===== config.mk =====
export PLATFORM = sky130hd
export DESIGN_NAME = cpu_boot_loader
export DESIGN_NICKNAME = d
export VERILOG_FILES = /design/src/rtl/cpu_pkg.sv /design/src/rtl/loader_byte_packer.sv /design/src/rtl/cpu_boot_loader.sv
export SDC_FILE = /design/constraint.sdc
export NUM_CORES = 1
export LEC_CHECK = 0
export CAP_MARGIN = 30
export CELL_PAD_IN_SITES_DETAIL_PLACEMENT = 1
export CELL_PAD_IN_SITES_GLOBAL_PLACEMENT = 2
export CORE_ASPECT_RATIO = 1.4
export CORE_UTILIZATION = 30
export CTS_CLUSTER_DIAMETER = 150
export DETAILED_ROUTE_END_ITERATION = 10
export PLACE_DENSITY = 0.84
export SETUP_SLACK_MARGIN = 0.15
export SLEW_MARGIN = 20
export SYNTH_ARGS = -nofsm -noshare
export SYNTH_HDL_FRONTEND = slang
export SYNTH_SLANG_ARGS = --single-unit

===== constraint.sdc =====
create_clock -name clk -period 2.4 [get_ports clk]
set_clock_uncertainty 0.2 [all_clocks]
set_input_delay 0.6 -clock clk [delete_from_list [all_inputs] [get_ports clk]]
set_output_delay 0.6 -clock clk [all_outputs]
set_load 0.01 [all_outputs]

===== src/rtl/cpu_pkg.sv =====
// Shared definitions for the CPU boot loader: state encoding, memory depth and image byte order.
// Optional macro CPU_LOADER_CHECKSUM_EN (used by the loader files) adds a trailing XOR checksum byte.
package cpu_pkg;

  localparam int CPU_IMEM_AW = 10;
  localparam int IMEM_DEPTH  = 2 ** CPU_IMEM_AW;

  localparam int BYTE_W      = 8;
  localparam int WORD_W      = 2 * BYTE_W;
  // Image is big-endian: the high byte of every 16-bit field arrives first.
  localparam int HI_BYTE_LSB = BYTE_W;
  localparam int LO_BYTE_LSB = 0;

  typedef enum logic [2:0] {
    ST_LEN_HI,
    ST_LEN_LO,
    ST_DATA_HI,
    ST_DATA_LO,
    ST_CHECK,
    ST_RUN,
    ST_ERROR
  } loader_state_t;

endpackage


===== src/rtl/loader_byte_packer.sv =====
// Latches the high byte of a 16-bit field and presents the assembled word alongside the low byte.
// With CPU_LOADER_CHECKSUM_EN defined it also keeps the running XOR of every accepted byte.
module loader_byte_packer
  import cpu_pkg::*;
(
  input  logic              clk,
  input  logic              reset,
  input  logic [BYTE_W-1:0] in_data,
  input  logic              take_hi,
`ifdef CPU_LOADER_CHECKSUM_EN
  input  logic              byte_fire,
  input  logic              clear,
  output logic [BYTE_W-1:0] chk,
`endif
  output logic [WORD_W-1:0] word
);

  logic [BYTE_W-1:0] hi;

  always_ff @(posedge clk) begin
    if (!reset) begin
      hi <= '0;
    end else if (take_hi) begin
      hi <= in_data;
    end
  end

  assign word = (WORD_W'(hi) << HI_BYTE_LSB) | (WORD_W'(in_data) << LO_BYTE_LSB);

`ifdef CPU_LOADER_CHECKSUM_EN
  always_ff @(posedge clk) begin
    if (!reset || clear) begin
      chk <= '0;
    end else if (byte_fire) begin
      chk <= chk ^ in_data;
    end
  end
`endif

endmodule


===== src/rtl/cpu_boot_loader.sv =====
// Boot loader: holds the CPU in reset, streams a length-prefixed image into instruction RAM, then releases it.
// Optional macro CPU_LOADER_CHECKSUM_EN: a trailing XOR checksum byte must match before the CPU is released.
//
// state      | meaning
// -----------+-------------------------------------------------------------
// ST_LEN_HI  | waiting for high byte of word count
// ST_LEN_LO  | waiting for low byte of word count; range-checked here
// ST_DATA_HI | waiting for high byte of next instruction word
// ST_DATA_LO | waiting for low byte; word is written to RAM
// ST_CHECK   | waiting for checksum byte (checksum builds only)
// ST_RUN     | image loaded, CPU released
// ST_ERROR   | load failed, CPU held in reset until boot
module cpu_boot_loader
  import cpu_pkg::*;
#(
  parameter int IMEM_AW = CPU_IMEM_AW,
  parameter int IMEM_DW = WORD_W
) (
  input  logic               clk,
  input  logic               reset,
  input  logic [7:0]         in_data,
  input  logic               in_valid,
  output logic               in_ready,
  input  logic               boot,
  output logic [IMEM_AW-1:0] imem_addr,
  output logic [IMEM_DW-1:0] imem_wdata,
  output logic               imem_we,
  output logic               cpu_reset,
  output logic               done,
  output logic               error
);

  localparam int DEPTH = 2 ** IMEM_AW;

  loader_state_t     state;
  logic [IMEM_AW:0]  words_left;
  logic [WORD_W-1:0] word;
  logic              fire;
  logic              take_hi;

  assign fire    = in_valid && in_ready;
  assign take_hi = fire && (state == ST_LEN_HI || state == ST_DATA_HI);

`ifdef CPU_LOADER_CHECKSUM_EN
  logic [BYTE_W-1:0] chk;
  logic              clear;

  assign clear = boot && (state == ST_RUN || state == ST_ERROR);

  loader_byte_packer u_packer (
    .clk       (clk),
    .reset     (reset),
    .in_data   (in_data),
    .take_hi   (take_hi),
    .byte_fire (fire),
    .clear     (clear),
    .chk       (chk),
    .word      (word)
  );
`else
  loader_byte_packer u_packer (
    .clk     (clk),
    .reset   (reset),
    .in_data (in_data),
    .take_hi (take_hi),
    .word    (word)
  );
`endif

  always_ff @(posedge clk) begin
    if (!reset) begin
      state      <= ST_LEN_HI;
      in_ready   <= 1'b0;
      cpu_reset  <= 1'b1;
      done       <= 1'b0;
      error      <= 1'b0;
      imem_we    <= 1'b0;
      imem_addr  <= '0;
      imem_wdata <= '0;
      words_left <= '0;
    end else begin
      imem_we <= 1'b0;
      // Address advances in the cycle after each write so it is stable during the strobe.
      if (imem_we) imem_addr <= imem_addr + IMEM_AW'(1);

      case (state)
        ST_LEN_HI: begin
          in_ready <= 1'b1;
          if (fire) state <= ST_LEN_LO;
        end

        ST_LEN_LO: begin
          if (fire) begin
            if (word == '0 || int'(word) > DEPTH) begin
              state    <= ST_ERROR;
              error    <= 1'b1;
              in_ready <= 1'b0;
            end else begin
              words_left <= word[IMEM_AW:0];
              imem_addr  <= '0;
              state      <= ST_DATA_HI;
            end
          end
        end

        ST_DATA_HI: begin
          if (fire) state <= ST_DATA_LO;
        end

        ST_DATA_LO: begin
          if (fire) begin
            imem_we    <= 1'b1;
            imem_wdata <= IMEM_DW'(word);
            words_left <= words_left - (IMEM_AW + 1)'(1);
            if (words_left == (IMEM_AW + 1)'(1)) begin
`ifdef CPU_LOADER_CHECKSUM_EN
              state <= ST_CHECK;
`else
              state     <= ST_RUN;
              in_ready  <= 1'b0;
              cpu_reset <= 1'b0;
              done      <= 1'b1;
`endif
            end else begin
              state <= ST_DATA_HI;
            end
          end
        end

`ifdef CPU_LOADER_CHECKSUM_EN
        ST_CHECK: begin
          if (fire) begin
            in_ready <= 1'b0;
            if (in_data == chk) begin
              state     <= ST_RUN;
              cpu_reset <= 1'b0;
              done      <= 1'b1;
            end else begin
              state <= ST_ERROR;
              error <= 1'b1;
            end
          end
        end
`endif

        ST_RUN, ST_ERROR: begin
          if (boot) begin
            state     <= ST_LEN_HI;
            in_ready  <= 1'b1;
            cpu_reset <= 1'b1;
            done      <= 1'b0;
            error     <= 1'b0;
          end
        end

        default: begin
          state    <= ST_ERROR;
          error    <= 1'b1;
          in_ready <= 1'b0;
        end
      endcase
    end
  end

endmodule

* Word level (Yosys, flattened, before mapping)
Index checks and enable logic that the tools add are counted.
** Word-level totals
- Register bits after elaboration :: 53
- Input port bits :: 12
- Output and inout bits :: 31
- Word-level logic and storage cells :: 78
** Cells by class
- $add $sub $neg :: 2
- Order comparisons :: 1
- Equality and inequality tests :: 14
- Muxes and demuxes :: 31
- Bitwise gates (word level) :: 3
- Reduce and logical (&&, ||, !) cells :: 17
** Operator list (number)
- $mux W10 :: 4
- $mux W11 :: 3
- $pmux W11 S2 :: 1
- $mux W3 :: 7
- $gt A16 B11 Y1 const B :: 1
- $logic_not A16 Y1 :: 1
- $ne A2 B2 Y1 const B :: 8
- $or A16 B8 Y16 :: 1
- $pmux W3 S5 :: 1
- $reduce_and A4 Y1 :: 3
- $eq A11 B1 Y1 const B :: 1
- $mux W1 :: 11
- $sub A11 B1 Y11 const B :: 1
- $add A10 B1 Y10 const B :: 1
- $eq A3 B2 Y1 const B :: 2
- $eq A3 B3 Y1 const B :: 2
- $reduce_and A6 Y1 :: 1
- $pmux W1 S5 :: 1
- $reduce_and A5 Y1 :: 1
- $pmux W1 S2 :: 2
- $reduce_and A2 Y1 :: 2
- $reduce_bool A2 Y1 :: 2
- $eq A3 B1 Y1 const B :: 1
- $logic_not A3 Y1 :: 1
- other kinds (6) :: 9

* Longest topological paths before layout
Gate-level depths: netlist (run 1).
- Depth in word-level cells :: 6
- Gate-level depth with buffers :: 7
- Depth with buffers taken out :: 6

* Cells and area by module
From an unflattened synthesis (run 1), not the netlist that was laid out.
** Second synthesis, totals
- Cell total of the unflattened synthesis :: 317
- Area, all modules :: 2596.2 um^2
** By module, submodules not included
- cpu_boot_loader :: times used 1, cells each 284, area each 2234.6 um^2, sequential area each 900.9 um^2
- loader_byte_packer :: times used 1, cells each 33, area each 361.6 um^2, sequential area each 160.2 um^2

* Least setup slack after synthesis (run 1)
OpenSTA, ideal clock, no wires.
- Kind :: input to register
- Start :: input in_valid
- End :: register imem_wdata[6]
- Library setup time :: 0.132 ns
- Arrival :: 1.739 ns
- Data required time :: 2.068 ns
- Setup slack :: 0.329 ns
- Cell stages on the path :: 7
- Path buffers :: 2
- Cells stage by stage :: nand2_1 > nor3_1 > clkbuf_1 > nand2_1 > clkbuf_1 > nand2_1 > a21oi_1
** On the way
- Longest elaborated chain between the ends :: 2
** RTL lines
- start: declaration :: RTL line cpu_boot_loader.sv:22 : input logic in_valid,
- $logic_and A1 B1 Y1 :: RTL line cpu_boot_loader.sv:41 : assign fire = in_valid && in_ready;
- $reduce_and A2 Y1 (no line)
- end signal: assignment :: RTL line cpu_boot_loader.sv:113 : imem_wdata <= IMEM_DW'(word);
- end: declaration :: RTL line cpu_boot_loader.sv:26 : output logic [IMEM_DW-1:0] imem_wdata,
No other way between the ends.
A chain may end at the register's enable or synchronous reset.

* Final worst setup path (run 1)
- Start :: register imem_we
- End :: output imem_we
** RTL lines
- start: declaration :: RTL line cpu_boot_loader.sv:27 : output logic imem_we,
- start signal: assignment :: RTL line cpu_boot_loader.sv:77 : imem_we <= 1'b0;
- start signal: assignment :: RTL line cpu_boot_loader.sv:82 : imem_we <= 1'b0;
- start signal: assignment :: RTL line cpu_boot_loader.sv:112 : imem_we <= 1'b1;
No word-level cell between the ends.

==> results of run 1 <==
==> path summary, 6_finish.rpt <==
check	cells past startpoint	endpoint	slack, ns
setup / recovery	1	imem_we	0.26
hold / removal	2	imem_wdata[5]	0.26
setup reg to reg	6	words_left[2]	0.34
hold reg to reg	2	imem_wdata[5]	0.26
==> report_power, final <==
group	leakage (uW)	total (uW)	switching (uW)	internal, uW
combinational	0.000743	716	411	305
sequential	0.000428	999	58.4	940
clock	0.0000680	748	353	395
==> final cells by class <==
type	count	share of cell area, %
clock buffer	5	3.64
clock inverter	3	0.764
inverter	5	0.546
multi-input combinational	240	40.8
sequential	53	30.9
tap	102	3.71
timing repair buffer	74	19.7
==> synth_stat cells, types with 2 or more instances <==
cell	count
nor3b_1	2
ha_1	3
xnor2_1	4
o41ai_1	2
nand4_1	4
o311ai_0	2
o31ai_1	8
nor4_1	2
a31oi_1	2
buf_2	3
nor3_1	5
and2_1	2
nor2_1	24
nand2_1	72
a21oi_1	41
clkbuf_1	12
nor2b_1	2
nand3_1	12
o21a_1	3
inv_1	4
a21o_1	2
dfxtp_1	53
xor2_1	6
nand3b_1	2
o21ai_0	12
a31o_2	2
or4_4	2
mux2i_1	2
or3_1	4
==> registers in the layout (all words and copies together), names as in the netlist <==
signal,count
cpu_reset,1
done,1
error,1
imem_addr,10
imem_wdata,16
imem_we,1
in_ready,1
state,3
u_packer.hi,8
words_left,11
==> routing by layer <==
metal  GRT usage (%)  vias up  part of all wire [%]
li1                -     1227                     -
met1            21.9     1204                    44
met2            33.0       46                    52
met3            2.57        9                   2.4
met4            6.36        0                   2.0
met5               0        -                     0
==> through the flow <==
step / cell area (um2) / total power (uW) / utilization (%) / worst slack (ns)
3_5_place_dp: 3210 / 1710 / 39.6 / -0.377
3_3_place_gp: 3210 / 1690 / 39.6 / -0.348
6_report: 3440 / 2460 / 42.4 / 0.255
4_1_cts: 3400 / 2470 / 42.0 / 0.159
2_1_floorplan: 2490 / 1450 / - / 0.329
5_1_grt: 3440 / 2600 / 42.4 / 0.159
==> cells by family (layout without fill, tap and decap cells) <==
| kind of cell | after synthesis | in the layout | share of synthesized area [%] |
|---|---|---|---|
| simple gates | 142 | 142 | 27.5 |
| compound gates | 83 | 83 | 20.4 |
| flops | 53 | 53 | 42.5 |
| buf+inv | 21 | 87 | 3.71 |
| xor+xnor | 10 | 10 | 3.51 |
| fa+ha+maj | 3 | 3 | 1.51 |
| mux | 2 | 2 | 0.803 |
==> what timing repair did <==
item | 4_1_cts | 5_1_grt
endpoints found under the setup margin | 23 | 23
cloned | 0 | 1
pin swaps | 4 | 6
gates resized for setup | 13 | 11
buffers inserted | 1 | 0
==> flow_summary_export.csv, run 1 <==
group,metric,value,unit
run_status,outcome,"completed",
die,rows,39,
timing,maxSlewViolCount,0,
placed_design,dp_cells,472,
timing,min_period,2.14,ns
worst_setup_path,path_class,"reg2out",
pwr,ir_drop,0.300,mV
worst_setup_path,path_delay_family,"buffers and inverters",
die,io_pins,43,
synthesis,yosys.area.top_type_share,42.5,%
clock_tree,clkSinkCount,53,
synthesis,yosys_warnings,0,
timing,fin_setup_tns,0,ns
detailed_routing,drc,0,
timing,rsz0062_at_grt,"no",
clock_tree,tritoncts,"built",
synthesis,syn_inst,314,
cells_and_area,multiInputGateArea,1400,um2
worst_hold_path,hold_path_class,"reg2reg",
placed_design,routabilityCongestion,0.791,
clock_tree,postCtsHoldBufs,0,
clock_tree,cts_buffer_depth,2,
synthesis,synth-async-reset-ratio,0,%
clock_tree,cts-root-buf,"clkbuf_16",
worst_setup_path,critPathBufInv,1,
die,coreArea,8100,um2
detailed_routing,first_iter_violations,64,
clock_tree,numCtsBuffers,5,
synthesis,netlist_area,2490,um2
detailed_routing,dr.pass1.iters,4,
cells_and_area,fin_cells,482,
synthesis,seq_area_frac_synth,42.5,%
detailed_routing,via_per_inst,5.16,
grt,grt_remaining_overflow,0,
synthesis,synth_area_leader_cell,"dfxtp_1",
timing,holdWs,0.256,ns
timing,tightest_slew,0.324,ns
worst_setup_path,crit_path_start_kind,"register",
worst_setup_path,arrival,1.34,ns
worst_setup_path,path_cells,"clkdlybuf4s50_1",
synthesis,ys_top_cells_by_area,"dfxtp_1, nand2_1, a21oi_1",
grt,grt_max_degree,26,
timing,max_freq,466,MHz
worst_setup_path,crit_path_top_delay_cell,"clkdlybuf4s50_1",
worst_setup_path,worstSetupEndpointType,"primary output",
clock_tree,ctsHtreeMaxLevel,2,
clock_tree,clk_latency,0.29,ns
die,start_util,30.8,%
die,dieHeight,110,um
timing,hold_viol_final,0,
cells_and_area,ff_latch_area,1060,um2
synthesis,avgSynthCellArea,7.94,um2
detailed_routing,drt-total-wl,7460,um
clock_tree,cts.clk_slew.worst_paths,0.07,ns
detailed_routing,vias,2486,
worst_setup_path,crit_required,1.60,ns
grt,grt_pass1_vias,2537,
cells_and_area,final_common_cell,"nand2_1",
job,maxCapViolCount,0,
cells_and_area,mostFrequentLayoutCells,"nand2_1, dfxtp_1, a21oi_1",
placed_design,io_buffer_count,42,
detailed_routing,detail-route-antenna-nets,0,
die,die_w,79.1,um
synthesis,ys.flop_type,"dfxtp_1",
cells_and_area,area_growth,37.9,%
cells_and_area,layout-drive-gt1-share,15.8,%
pwr,p_leak,0.00124,uW
grt,grt_pass1_wl,12300,um
synthesis,ys_ff_latch,53,
timing,slew_headroom,78.3,%
synthesis,syn_nets,329,
grt,globalRouteTotalUtil,18.3,%
cells_and_area,fillers,1003,
worst_setup_path,startpoint,"imem_we",
pwr,power_density,716,nW/um2
worst_setup_path,r2r-start,"u_packer.hi[3]",
synthesis,synth-edff-count,0,
worst_setup_path,cp_slowest_stage_delay,0.59,ns
timing,finalSetupViolCount,0,
timing,period_share,89.4,%
grt,antenna_found_initial,0,
worst_setup_path,crit_fanout,6,
cells_and_area,diodes,0,
synthesis,ys_types,49,
detailed_routing,wl_per_cell,15.5,um
placed_design,place_hpwl,5550,um
die,die_area,8690,um2
worst_hold_path,min-delay-start,"imem_wdata[5]",
cells_and_area,finalNetCount,394,
Note: power is estimated with default switching activity, not from simulation.
==> run 2: changes to the inputs <==
--- a/config.mk
+++ b/config.mk
@@ -14,7 +14,6 @@
 export DETAILED_ROUTE_END_ITERATION = 10
 export PLACE_DENSITY = 0.84
 export SETUP_SLACK_MARGIN = 0.15
-export SLEW_MARGIN = 20
 export SYNTH_ARGS = -nofsm -noshare
 export SYNTH_HDL_FRONTEND = slang
 export SYNTH_SLANG_ARGS = --single-unit
==> results of run 2 <==
The final DEF is identical to that of run 1; final timing and power are the same.
